[src/rtl/mem_arbiter.sv]
// mem_arbiter
// Shares one single-ported memory between an instruction-fetch port and a
// load/store port. At most one access is issued per cycle. Load/store normally
// wins, but a fetch that has been denied STARVE_MAX cycles in a row is
// force-granted. Read data returns exactly one cycle after issue and is routed
// back to whichever port issued the read.
//
// Ports
//   clk, reset            clock (rising edge), asynchronous active-low reset
//   if_req_i/if_addr_i    fetch read request and address
//   if_stall_o            fetch request present but not accepted this cycle
//   if_rvalid_o/if_rdata_o fetch read response
//   ls_req_i/ls_write_i   load/store request, 1 = store
//   ls_addr_i/ls_wdata_i  load/store address and store data
//   ls_stall_o            load/store request present but not accepted
//   ls_rvalid_o/ls_rdata_o load response (stores give no response)
//   mem_en_o/mem_we_o     memory access strobe and write strobe
//   mem_addr_o/mem_wdata_o memory address and write data
//   mem_rdata_i           memory read data, valid one cycle after a read issue
//   dbg_state             current response-FSM state (debug observation)
//
// Handshake: a requester raises req and keeps req/addr/data stable until a
// cycle in which req=1 and stall=0; the rising edge ending that cycle is the
// acceptance. A read response is a single-cycle rvalid pulse in the next cycle,
// with no back-pressure on the response side.

module mem_arbiter #(
    parameter int ADDR       = 32,
    parameter int W_OPR      = 32,
    parameter int STARVE_MAX = 3
) (
    input  logic             clk,
    input  logic             reset,
    input  logic             if_req_i,
    input  logic [ADDR-1:0]  if_addr_i,
    output logic             if_stall_o,
    output logic             if_rvalid_o,
    output logic [W_OPR-1:0] if_rdata_o,
    input  logic             ls_req_i,
    input  logic             ls_write_i,
    input  logic [ADDR-1:0]  ls_addr_i,
    input  logic [W_OPR-1:0] ls_wdata_i,
    output logic             ls_stall_o,
    output logic             ls_rvalid_o,
    output logic [W_OPR-1:0] ls_rdata_o,
    output logic             mem_en_o,
    output logic             mem_we_o,
    output logic [ADDR-1:0]  mem_addr_o,
    output logic [W_OPR-1:0] mem_wdata_o,
    input  logic [W_OPR-1:0] mem_rdata_i,
    output logic [1:0]       dbg_state
);

    typedef enum logic [1:0] {
        IDLE    = 2'd0,
        RESP_IF = 2'd1,
        RESP_LS = 2'd2
    } state_t;

    localparam logic [3:0] STARVE_LIM = 4'(STARVE_MAX);

    state_t     state, state_nxt;
    logic [3:0] starve_q, starve_nxt;
    logic       force_if;
    logic       grant_if;
    logic       grant_ls;

    // Grant decision. Qualifying with reset keeps every memory-side output and
    // both stalls at zero while reset is asserted, with no flop in the path.
    always_comb begin
        force_if = if_req_i && (starve_q == STARVE_LIM);
        grant_if = reset && if_req_i && (!ls_req_i || force_if);
        grant_ls = reset && ls_req_i && !grant_if;
    end

    // Starve counter: counts consecutive cycles a fetch request was denied.
    always_comb begin
        starve_nxt = starve_q;
        if (!if_req_i || grant_if) begin
            starve_nxt = 4'd0;
        end else if (starve_q != STARVE_LIM) begin
            starve_nxt = starve_q + 4'd1;
        end
    end

    // Response FSM: state register.
    always_ff @(posedge clk or negedge reset) begin
        if (!reset) begin
            state    <= IDLE;
            starve_q <= 4'd0;
        end else begin
            state    <= state_nxt;
            starve_q <= starve_nxt;
        end
    end

    // Response FSM: next state. It records only who owns the read data that
    // arrives next cycle, so a new grant can overlap the current response.
    always_comb begin
        state_nxt = IDLE;
        if (grant_if) begin
            state_nxt = RESP_IF;
        end else if (grant_ls && !ls_write_i) begin
            state_nxt = RESP_LS;
        end
    end

    // Response FSM: outputs.
    always_comb begin
        if_rvalid_o = 1'b0;
        if_rdata_o  = '0;
        ls_rvalid_o = 1'b0;
        ls_rdata_o  = '0;
        case (state)
            RESP_IF: begin
                if_rvalid_o = 1'b1;
                if_rdata_o  = mem_rdata_i;
            end
            RESP_LS: begin
                ls_rvalid_o = 1'b1;
                ls_rdata_o  = mem_rdata_i;
            end
            default: ;
        endcase
    end

    // Memory-side request path and stalls.
    always_comb begin
        mem_en_o    = grant_if || grant_ls;
        mem_we_o    = grant_ls && ls_write_i;
        mem_addr_o  = '0;
        mem_wdata_o = '0;
        if (grant_if) begin
            mem_addr_o = if_addr_i;
        end else if (grant_ls) begin
            mem_addr_o  = ls_addr_i;
            mem_wdata_o = ls_wdata_i;
        end
        if_stall_o = reset && if_req_i && !grant_if;
        ls_stall_o = reset && ls_req_i && !grant_ls;
    end

    assign dbg_state = state;

endmodule

[config.mk]
export PLATFORM = sky130hd
export DESIGN_NAME = mem_arbiter
export DESIGN_NICKNAME = d
export VERILOG_FILES = /design/src/rtl/mem_arbiter.sv
export SDC_FILE = /design/constraint.sdc
export NUM_CORES = 1
export LEC_CHECK = 0
export CAP_MARGIN = 20
export CORE_AREA = 2 2 105 107
export DETAILED_ROUTE_END_ITERATION = 6
export DIE_AREA = 0 0 107 109
export GPL_ROUTABILITY_DRIVEN = 0
export PLACE_DENSITY = 0.54
export SYNTH_ARGS = -nofsm -noshare
export SYNTH_HDL_FRONTEND = slang
export SYNTH_SLANG_ARGS = --single-unit
[constraint.sdc]
create_clock -name clk -period 6.3 [get_ports clk]
set_clock_uncertainty 0.1 [all_clocks]
set_input_delay 1.89 -clock clk [delete_from_list [all_inputs] [get_ports clk]]
set_output_delay 1.89 -clock clk [all_outputs]
set_load 0.02 [all_outputs]
==> results.ini, run 1 <==
[power]
pwr-share-seq=0.120
p_comb_frac=0.719
intPower_w=0.000238
vdd_ir_drop_max_v=0.0000358
power.switching_w=0.000120
pwr-share-clk=0.162
p_leak_nw=1.62
switching_share=0.336
power_density_nw_per_um2=84.8

[global_route]
grt.overflow.total=0
grt_pass1_wl_um=12100
grt_pass1_vias=2226
antenna_found_initial=0
track_usage=0.135
grt_max_degree=57

[clock_tree]
ctsResizeCount=0
clkSlewWorstSetupHoldPaths_ns=0.04
cts_made_buffers=3
cts.sinks=6
cts_hold_buf=0
cts_tree=built
postCtsSetupBuffers=0
clockBufferDepth=2
clock_latency_ns=0.22
cts-root-buf=clkbuf_8
htreeDepth=1

[run]
drv_cap=0

[floorplan]
die_area_um2=11700
row_count=38
fp.dieH_um=109
io_pins=269
initial_core_util=0.127
die_w_um=107
coreArea_um2=10600

[logic_synthesis]
yosys-top-cells-area=and2_1, a22o_1, dfrtp_1
ys_ff_latch=6
synth_commonest_cells=and2_1, a22o_1, clkbuf_1
seq_area_frac_synth=0.111
yosysMostFrequentCell=and2_1
syn-num-nets=315
postSynthAreaPerCell_um2=7.45
yosysTopAreaCell=and2_1
synth_top_cell_area_share=0.455
synth_ff_type=dfrtp_1
yosys_warnings=0
synthCells=181
synth_cell_types=26
async_flop_share=1.00
synthesis.area_um2=1350
synth_edf_count=0

[worst_setup_path]
worstSetupStartpoint=ls_req_i
cpMaxStageDelayCell=clkdlybuf4s50_1
cpMostUsedCell=clkdlybuf4s50_1
crit_path_max_fanout=56
required_ns=4.31
r2r-start=starve_q[0]
start_kind=input pin
path_delay_family=buffers and inverters
crit_chain=clkdlybuf4s50_1 > nand2_1 > a21oi_4 > buf_12 > a22o_1 > clkdlybuf4s50_1
critPathArrivalTime_ns=3.82
crit_path_end_kind=output pin
crit_type=in2out
crit_buf_inv=3
max_stage_delay_ns=0.62

[placed_design]
placed_cells=580
io_buffers=268
dp_hpwl_um=7980

[timing]
period_share=0.922
hold_viol_final=0
tns_ns=0
fmax_mhz=172
drv_slew=0
finalSetupViolCount=0
maxSlewHeadroom=0.754
min_period_ns=5.81
rsz0062_at_grt=no
tightest_slew_ns=0.367

[final_layout]
layout.nets=579
final_cells=583
drive_gt1_frac=0.0406
area_growth_pct=213
antenna_cells=0
n_fill_cell=1074

[route]
vias=2302
wl_per_cell_um=15.1
antenna_left=0
drt-initial-drc-count=68
remaining_drc_errors=0
routed_wl_um=8820
dr.pass1.iters=4
routed_via_density=3.95

[hold_path]
hold_start=starve_q[1]
min_path_type=reg2reg

[outcome]
status=finished, final reports clean

## per-stage QoR
stage               utilization  setup WS [ns]  hold WS (ns)  total power (W)  instance area (µm²)
floorplan                     -           1.46         0.451         0.000138                 1350
global placement          0.395          0.482         0.477         0.000303                 4190
detailed placement        0.395          0.460         0.479         0.000304                 4190
CTS                       0.399          0.454         0.486         0.000365                 4230
global route              0.399          0.387         0.537         0.000380                 4230
finish                    0.399          0.490         0.482         0.000358                 4230
## cell type report
cell class / count / area (µm²) / share of cell area
well taps: 140 / 175 / 0.0414
clock buffers: 3 / 41.3 / 0.00977
multi-input cells: 158 / 1110 / 0.262
flip-flops and latches: 6 / 150 / 0.0355
repair buffers: 276 / 2760 / 0.652
## final timing paths
check	to	slack (ns)	cells after the start
setup / recovery	mem_addr_o[14]	0.49	6
hold / removal	starve_q[1]	0.48	2
setup reg to reg	dbg_state[1]	4.65	5
hold reg to reg	starve_q[1]	0.48	2
max in group asynchronous	dbg_state[0]	4.02	2
min in group asynchronous	starve_q[1]	1.95	2
## power groups by stage
stage	sequential, W	clock [W]	combinational [W]
after floorplan	0.0000435	0	0.0000947
after detailed placement	0.0000433	0	0.000261
after global routing	0.0000434	0.0000634	0.000273
after CTS	0.0000429	0.0000603	0.000261
final	0.0000429	0.0000579	0.000258
after global placement	0.0000433	0	0.000259
## metal layers
layer  share of wire  track usage
met2            0.56        0.284
met5               0            0
met4          0.0037       0.0195
met1            0.33        0.127
met3            0.11       0.0466
## worst reg2reg max path, cell delays in order, from the launching register on
cell and delay, ns:
dfrtp_1 0.41, ha_1 0.22, nor3b_2 0.36, a21oi_4 0.12, buf_4 0.20, nor2b_1 0.14
## sequential cells by signal, summed over array words and instances, names as in the netlist
register and count:
starve_q 4, dbg_state 2
## layout by cell type (no fill, tap or decap)
cell type          n
clkbuf_8           3
nor3b_2            1
and2_1            98
a21boi_0           1
nand2_1            4
buf_4              7
a21oi_4            2
nand2b_1           1
nand3_1            4
a22o_1            30
mux2_2             1
a22o_2             2
nor2b_1            3
clkdlybuf4s50_1  268
dfrtp_1            6
nand4b_1           2
o21a_1             1
nand3b_1           1
buf_12             1
ha_1               1
xor2_1             1
or3b_4             1
or4b_1             1
nor2_1             3
## cells by family after synthesis
logic type               count (synthesis)  share of synthesized area
AO/OA/AOI/OAI                           36                      0.237
multiplexers                             1                    0.00835
adder cells (fa/ha/maj)                  1                    0.00927
XOR/XNOR                                 1                    0.00649
buffers and inverters                   17                     0.0770
flip-flops                               6                      0.111
AND/OR/NAND/NOR                        119                      0.551
No activity file was read; power rests on OpenSTA's default activity.
==> inputs of run 2 (changes only) <==
--- a/config.mk
+++ b/config.mk
@@ -6,11 +6,11 @@
 export NUM_CORES = 1
 export LEC_CHECK = 0
 export CAP_MARGIN = 20
-export CORE_AREA = 2 2 105 107
+export CORE_AREA = 2 2 104 106
 export DETAILED_ROUTE_END_ITERATION = 6
-export DIE_AREA = 0 0 107 109
+export DIE_AREA = 0 0 106 108
 export GPL_ROUTABILITY_DRIVEN = 0
-export PLACE_DENSITY = 0.54
+export PLACE_DENSITY = 0.55
 export SYNTH_ARGS = -nofsm -noshare
 export SYNTH_HDL_FRONTEND = slang
 export SYNTH_SLANG_ARGS = --single-unit
==> constraint.sdc (replaced) <==
create_clock -name clk -period 5.5 [get_ports clk]
set_clock_uncertainty 0.1 [all_clocks]
set_input_delay 1.65 -clock clk [delete_from_list [all_inputs] [get_ports clk]]
set_output_delay 1.65 -clock clk [all_outputs]
set_load 0.02 [all_outputs]
==> results.ini, run 2 (synthesized netlist as in run 1, its figures left out) <==
[final_layout]
antenna_cells=0  ; unchanged
largest_reg_flops=4  ; unchanged
area_growth_pct=218  ; was 213%
layout.nets=580  ; was 579
final_cells=580  ; was 583
mostFrequentLayoutCell=clkdlybuf4s50_1  ; unchanged
mostFrequentLayoutCells=clkdlybuf4s50_1, and2_1, a22o_1  ; unchanged
top_register=starve_q  ; unchanged
drive_gt1_frac=0.0541  ; was 0.0406

[placed_design]
io_buffers=268  ; unchanged
placed_cells=577  ; was 580
place_ws_ns=0.230  ; was 0.460 ns
dp_hpwl_um=8120  ; was 7980 µm

[power]
p_leak_nw=1.65  ; was 1.62 nW
intPower_w=0.000278  ; was 0.000238 W
p_comb_frac=0.729  ; was 0.719
power_density_nw_per_um2=97.4  ; was 84.8 nW/µm²
pwr-share-seq=0.118  ; was 0.120
switching_share=0.334  ; was 0.336
power.switching_w=0.000140  ; was 0.000120 W
vdd_ir_drop_max_v=0.0000555  ; was 0.0000358 V
pwr-share-clk=0.153  ; was 0.162

[clock_tree]
ctsResizeCount=0  ; unchanged
htreeDepth=1  ; unchanged
clock_latency_ns=0.22  ; about the same
clockBufferDepth=2  ; unchanged
cts_tree=built  ; unchanged
cts_made_buffers=3  ; unchanged
cts.sinks=6  ; unchanged
cts_hold_buf=0  ; unchanged
clkSlewWorstSetupHoldPaths_ns=0.04  ; about the same
postCtsSetupBuffers=0  ; unchanged
cts-root-buf=clkbuf_8  ; unchanged

[timing]
hold_viol_final=0  ; unchanged
tns_ns=0  ; unchanged
min_period_ns=5.23
tightest_slew_ns=0.385  ; was 0.367 ns
setup_slack_ns=0.270  ; was 0.490 ns
drv_slew=0  ; unchanged
fmax_mhz=191
rsz0062_at_grt=no  ; unchanged
maxSlewHeadroom=0.742  ; was 0.754
period_share=0.951
finalSetupViolCount=0  ; unchanged

[floorplan]
io_pins=269  ; unchanged
die_w_um=106  ; was 107 µm
row_count=37  ; was 38
coreArea_um2=10200  ; was 10600 µm²
fp.dieH_um=108  ; was 109 µm
initial_core_util=0.132  ; was 0.127
die_area_um2=11400  ; was 11700 µm²

[route]
wl_per_cell_um=15.5  ; was 15.1 µm
wl_met2_um=4840  ; was 4930 µm
drt-initial-drc-count=92  ; was 68
dr.pass1.iters=4  ; unchanged
met1Wirelength_um=2970  ; was 2900 µm
routed_via_density=3.92  ; was 3.95
vias=2274  ; was 2302
antenna_left=0  ; unchanged
met3_length_um=1140  ; was 962 µm
remaining_drc_errors=0  ; unchanged
topRoutingLayerUsed=met4  ; unchanged
routed_wl_um=8970  ; was 8820 µm

[outcome]
status=finished, final reports clean  ; unchanged

[worst_setup_path]
start_kind=input pin  ; unchanged
crit_path_max_fanout=33  ; was 56
rr_worst_depth=5  ; unchanged
required_ns=3.75  ; was 4.31 ns
endpoint=mem_addr_o[0]  ; was mem_addr_o[14]
critPathArrivalTime_ns=3.48  ; was 3.82 ns
worstSetupStartpoint=if_req_i  ; was ls_req_i
timing.rr.end=dbg_state[1]  ; unchanged
r2r-start=starve_q[0]  ; unchanged
crit_path_end_kind=output pin  ; unchanged
r2r_slack_ns=3.81  ; was 4.65 ns
crit_type=in2out  ; unchanged

[global_route]
grt.overflow.total=0  ; unchanged
grt_pass1_vias=2287  ; was 2226
grt_pass1_wl_um=12700  ; was 12100 µm
grt_max_degree=48  ; was 57
antenna_found_initial=0  ; unchanged
track_usage=0.143  ; was 0.135

[hold_path]
min_path_type=reg2reg  ; unchanged

[run]
drv_cap=0  ; unchanged

-- run 2: per-stage QoR --
stage / instance area, µm² / util / total power (W) / hold slack, ns
6_report: 4290 / 0.420 / 0.000418 / 0.484
3_3_place_gp: 4250 / 0.416 / 0.000358 / 0.476
2_1_floorplan: 1350 / - / 0.000158 / 0.451
5_1_grt: 4290 / 0.420 / 0.000443 / 0.525
3_5_place_dp: 4250 / 0.416 / 0.000359 / 0.482
4_1_cts: 4290 / 0.420 / 0.000425 / 0.487
-- run 2: layout make-up --
class                   count  area (µm²)
clock buffers               3        41.3
fillers                  1041        5940
multi-input cells         158        1110
flip-flops and latches      6         150
well taps                 136         170
repair buffers            277        2830
-- run 2: metal layers --
layer / global-route usage / vias to the layer above
met5: 0 / -
met4: 0.0113 / 0
met3: 0.0597 / 2
met2: 0.295 / 160
met1: 0.135 / 970
li1: - / 1142
-- run 2: power by group through the flow --
stage	clock, W	combinational (W)	sequential (W)
finish	0.0000639	0.000305	0.0000493
global route	0.0000691	0.000324	0.0000496
CTS	0.0000657	0.000310	0.0000493
detailed placement	0	0.000310	0.0000498
global placement	0	0.000308	0.0000497
floorplan	0	0.000109	0.0000499
-- run 2: how the worst min path moves through the flow --
stage	start	end	slack, ns	depth (start not counted)
floorplan	starve_q[1]	starve_q[1]	0.45	2
global placement	starve_q[1]	starve_q[1]	0.48	2
detailed placement	starve_q[1]	starve_q[1]	0.48	2
CTS	starve_q[1]	starve_q[1]	0.49	2
global route	starve_q[1]	starve_q[1]	0.53	2
finish	starve_q[1]	starve_q[1]	0.48	2
-- run 2: critical path, stage by stage --
cell             delay, ns
clkdlybuf4s50_1       0.56
nand2_1               0.12
a21oi_4               0.14
buf_12                0.20
a22o_1                0.16
clkdlybuf4s50_1       0.63
==> inputs of run 3 (changes only) <==
--- a/config.mk
+++ b/config.mk
@@ -7,10 +7,12 @@
 export LEC_CHECK = 0
 export CAP_MARGIN = 20
 export CORE_AREA = 2 2 104 106
+export CTS_CLUSTER_DIAMETER = 200
 export DETAILED_ROUTE_END_ITERATION = 6
 export DIE_AREA = 0 0 106 108
 export GPL_ROUTABILITY_DRIVEN = 0
-export PLACE_DENSITY = 0.55
+export PLACE_DENSITY = 0.57
 export SYNTH_ARGS = -nofsm -noshare
 export SYNTH_HDL_FRONTEND = slang
 export SYNTH_SLANG_ARGS = --single-unit
+export TNS_END_PERCENT = 10
==> constraint.sdc (replaced) <==
create_clock -name clk -period 4.3 [get_ports clk]
set_clock_uncertainty 0.1 [all_clocks]
set_input_delay 1.29 -clock clk [delete_from_list [all_inputs] [get_ports clk]]
set_output_delay 1.29 -clock clk [all_outputs]
set_load 0.02 [all_outputs]
==> results.ini, run 3 (synthesized netlist as in run 1, its figures left out) <==
[route]
wl_per_cell_um=14.0  ; was 15.5 µm
remaining_drc_errors=0  ; unchanged
antenna_left=0  ; unchanged
vias=2323  ; was 2274
dr.pass1.iters=4  ; unchanged
routed_wl_um=8170  ; was 8970 µm
routed_via_density=3.99  ; was 3.92
drt-initial-drc-count=116  ; was 92

[clock_tree]
cts_hold_buf=0  ; unchanged
postCtsSetupBuffers=0  ; unchanged
clockBufferDepth=2  ; unchanged
cts-root-buf=clkbuf_8  ; unchanged
cts.sinks=6  ; unchanged
clkSlewWorstSetupHoldPaths_ns=0.04  ; about the same
cts_made_buffers=3  ; unchanged
htreeDepth=1  ; unchanged
clock_latency_ns=0.22  ; about the same
cts_tree=built  ; unchanged

[floorplan]
coreArea_um2=10200  ; unchanged
initial_core_util=0.132  ; unchanged
row_count=37  ; unchanged
die_w_um=106  ; unchanged
fp.dieH_um=108  ; unchanged
die_area_um2=11400  ; unchanged
io_pins=269  ; unchanged

[power]
power_density_nw_per_um2=122  ; was 97.4 nW/µm²
vdd_ir_drop_max_v=0.0000481  ; was 0.0000555 V
finalPower_w=0.000500  ; was 0.000418 W
p_leak_nw=1.75  ; was 1.65 nW

[final_layout]
top_register=starve_q  ; unchanged
n_fill_cell=1038  ; was 1041
multi_input_area_um2=1110  ; unchanged
mostFrequentLayoutCell=clkdlybuf4s50_1  ; unchanged
drive_gt1_frac=0.114  ; was 0.0541
post-route-util=0.401  ; was 0.420
seq_area_um2=150  ; unchanged
antenna_cells=0  ; unchanged
layout.nets=582  ; was 580
largest_reg_flops=4  ; unchanged
area_growth_pct=204  ; was 218%
mostFrequentLayoutCells=clkdlybuf4s50_1, and2_1, a22o_1  ; unchanged

[worst_setup_path]
crit_path_max_fanout=55  ; was 33
start_kind=input pin  ; unchanged
r2r-start=starve_q[0]  ; unchanged
required_ns=2.91  ; was 3.75 ns
cpMaxStageDelayCell=clkdlybuf4s50_1  ; unchanged
crit_type=in2out  ; unchanged
max_stage_delay_ns=0.48  ; was 0.63 ns
worstSetupStartpoint=if_req_i  ; unchanged
crit_chain=clkdlybuf4s50_1 > buf_4 > a21oi_4 > buf_12 > a22o_2 > clkdlybuf4s15_1  ; was clkdlybuf4s50_1 > nand2_1 > a21oi_4 > buf_12 > a22o_1 > clkdlybuf4s50_1
critPathArrivalTime_ns=2.86  ; was 3.48 ns
crit_path_end_kind=output pin  ; unchanged
r2r_slack_ns=2.68  ; was 3.81 ns

[global_route]
track_usage=0.131  ; was 0.143
antenna_found_initial=0  ; unchanged
grt.overflow.total=0  ; unchanged
grt_max_degree=56  ; was 48
grt_pass1_vias=2246  ; was 2287
grt_pass1_wl_um=11900  ; was 12700 µm

[timing]
fmax_mhz=235
drv_slew=0  ; unchanged
period_share=0.988
min_period_ns=4.25
rsz0062_at_grt=yes  ; was no
maxSlewHeadroom=0.740  ; was 0.742
tns_ns=0  ; unchanged
fin_hold_ws_ns=0.495  ; was 0.484 ns
setup_slack_ns=0.0500  ; was 0.270 ns
hold_viol_final=0  ; unchanged
tightest_slew_ns=0.388  ; was 0.385 ns
finalSetupViolCount=0  ; unchanged

[outcome]
status=finished, final reports clean  ; unchanged

[placed_design]
io_buffers=268  ; unchanged
dp_hpwl_um=7170  ; was 8120 µm
place_ws_ns=-0.262  ; was 0.230 ns

[run]
drv_cap=0  ; unchanged

[hold_path]
hold_start=starve_q[1]  ; unchanged
min_path_type=reg2reg  ; unchanged

-- run 3: critical path: cells and delay by family --
family          cells  cell delay, ns
compound gates      2            0.33
buf+inv             4            1.21
-- run 3: area by class of cell --
cell class,count,share of cell area
Multi-Input combinational cell,158,0.270
Tap cell,136,0.0415
Sequential cell,6,0.0366
Timing Repair Buffer,279,0.642
Clock buffer,3,0.0101
-- run 3: path summary, 6_finish.rpt --
check / endpoint / cells past startpoint
min in group asynchronous: starve_q[0] / 2
max in group asynchronous: starve_q[3] / 2
worst max-delay path: mem_addr_o[31] / 6
worst min register to register: starve_q[1] / 2
worst max register to register: dbg_state[1] / 5
worst min-delay path: starve_q[1] / 2
-- run 3: metrics by stage --
| stage | cell area [µm²] | instances |
|---|---|---|
| 3_3_place_gp | 4210 | 579 |
| 5_1_grt | 4100 | 582 |
| 3_5_place_dp | 4210 | 579 |
| 6_report | 4100 | 582 |
| 2_1_floorplan | 1350 | 181 |
| 4_1_cts | 4170 | 582 |
-- run 3: where the power goes --
group	internal, W	switching (W)
logic	0.000206	0.000148
registers	0.0000599	0.00000289
clock network	0.0000600	0.0000227
total	0.000326	0.000174
-- run 3: metal layers --
metal | part of all wire | up-vias | GRT usage
li1 | - | 1148 | -
met4 | 0.0092 | 0 | 0.0291
met5 | 0 | - | 0
met1 | 0.33 | 1009 | 0.132
met2 | 0.52 | 162 | 0.248
met3 | 0.14 | 4 | 0.0597
-- run 3: timing repair --
item	4_1_cts	5_1_grt
resized for setup	66	85
setup endpoints to repair	66	56
pin swaps	0	0
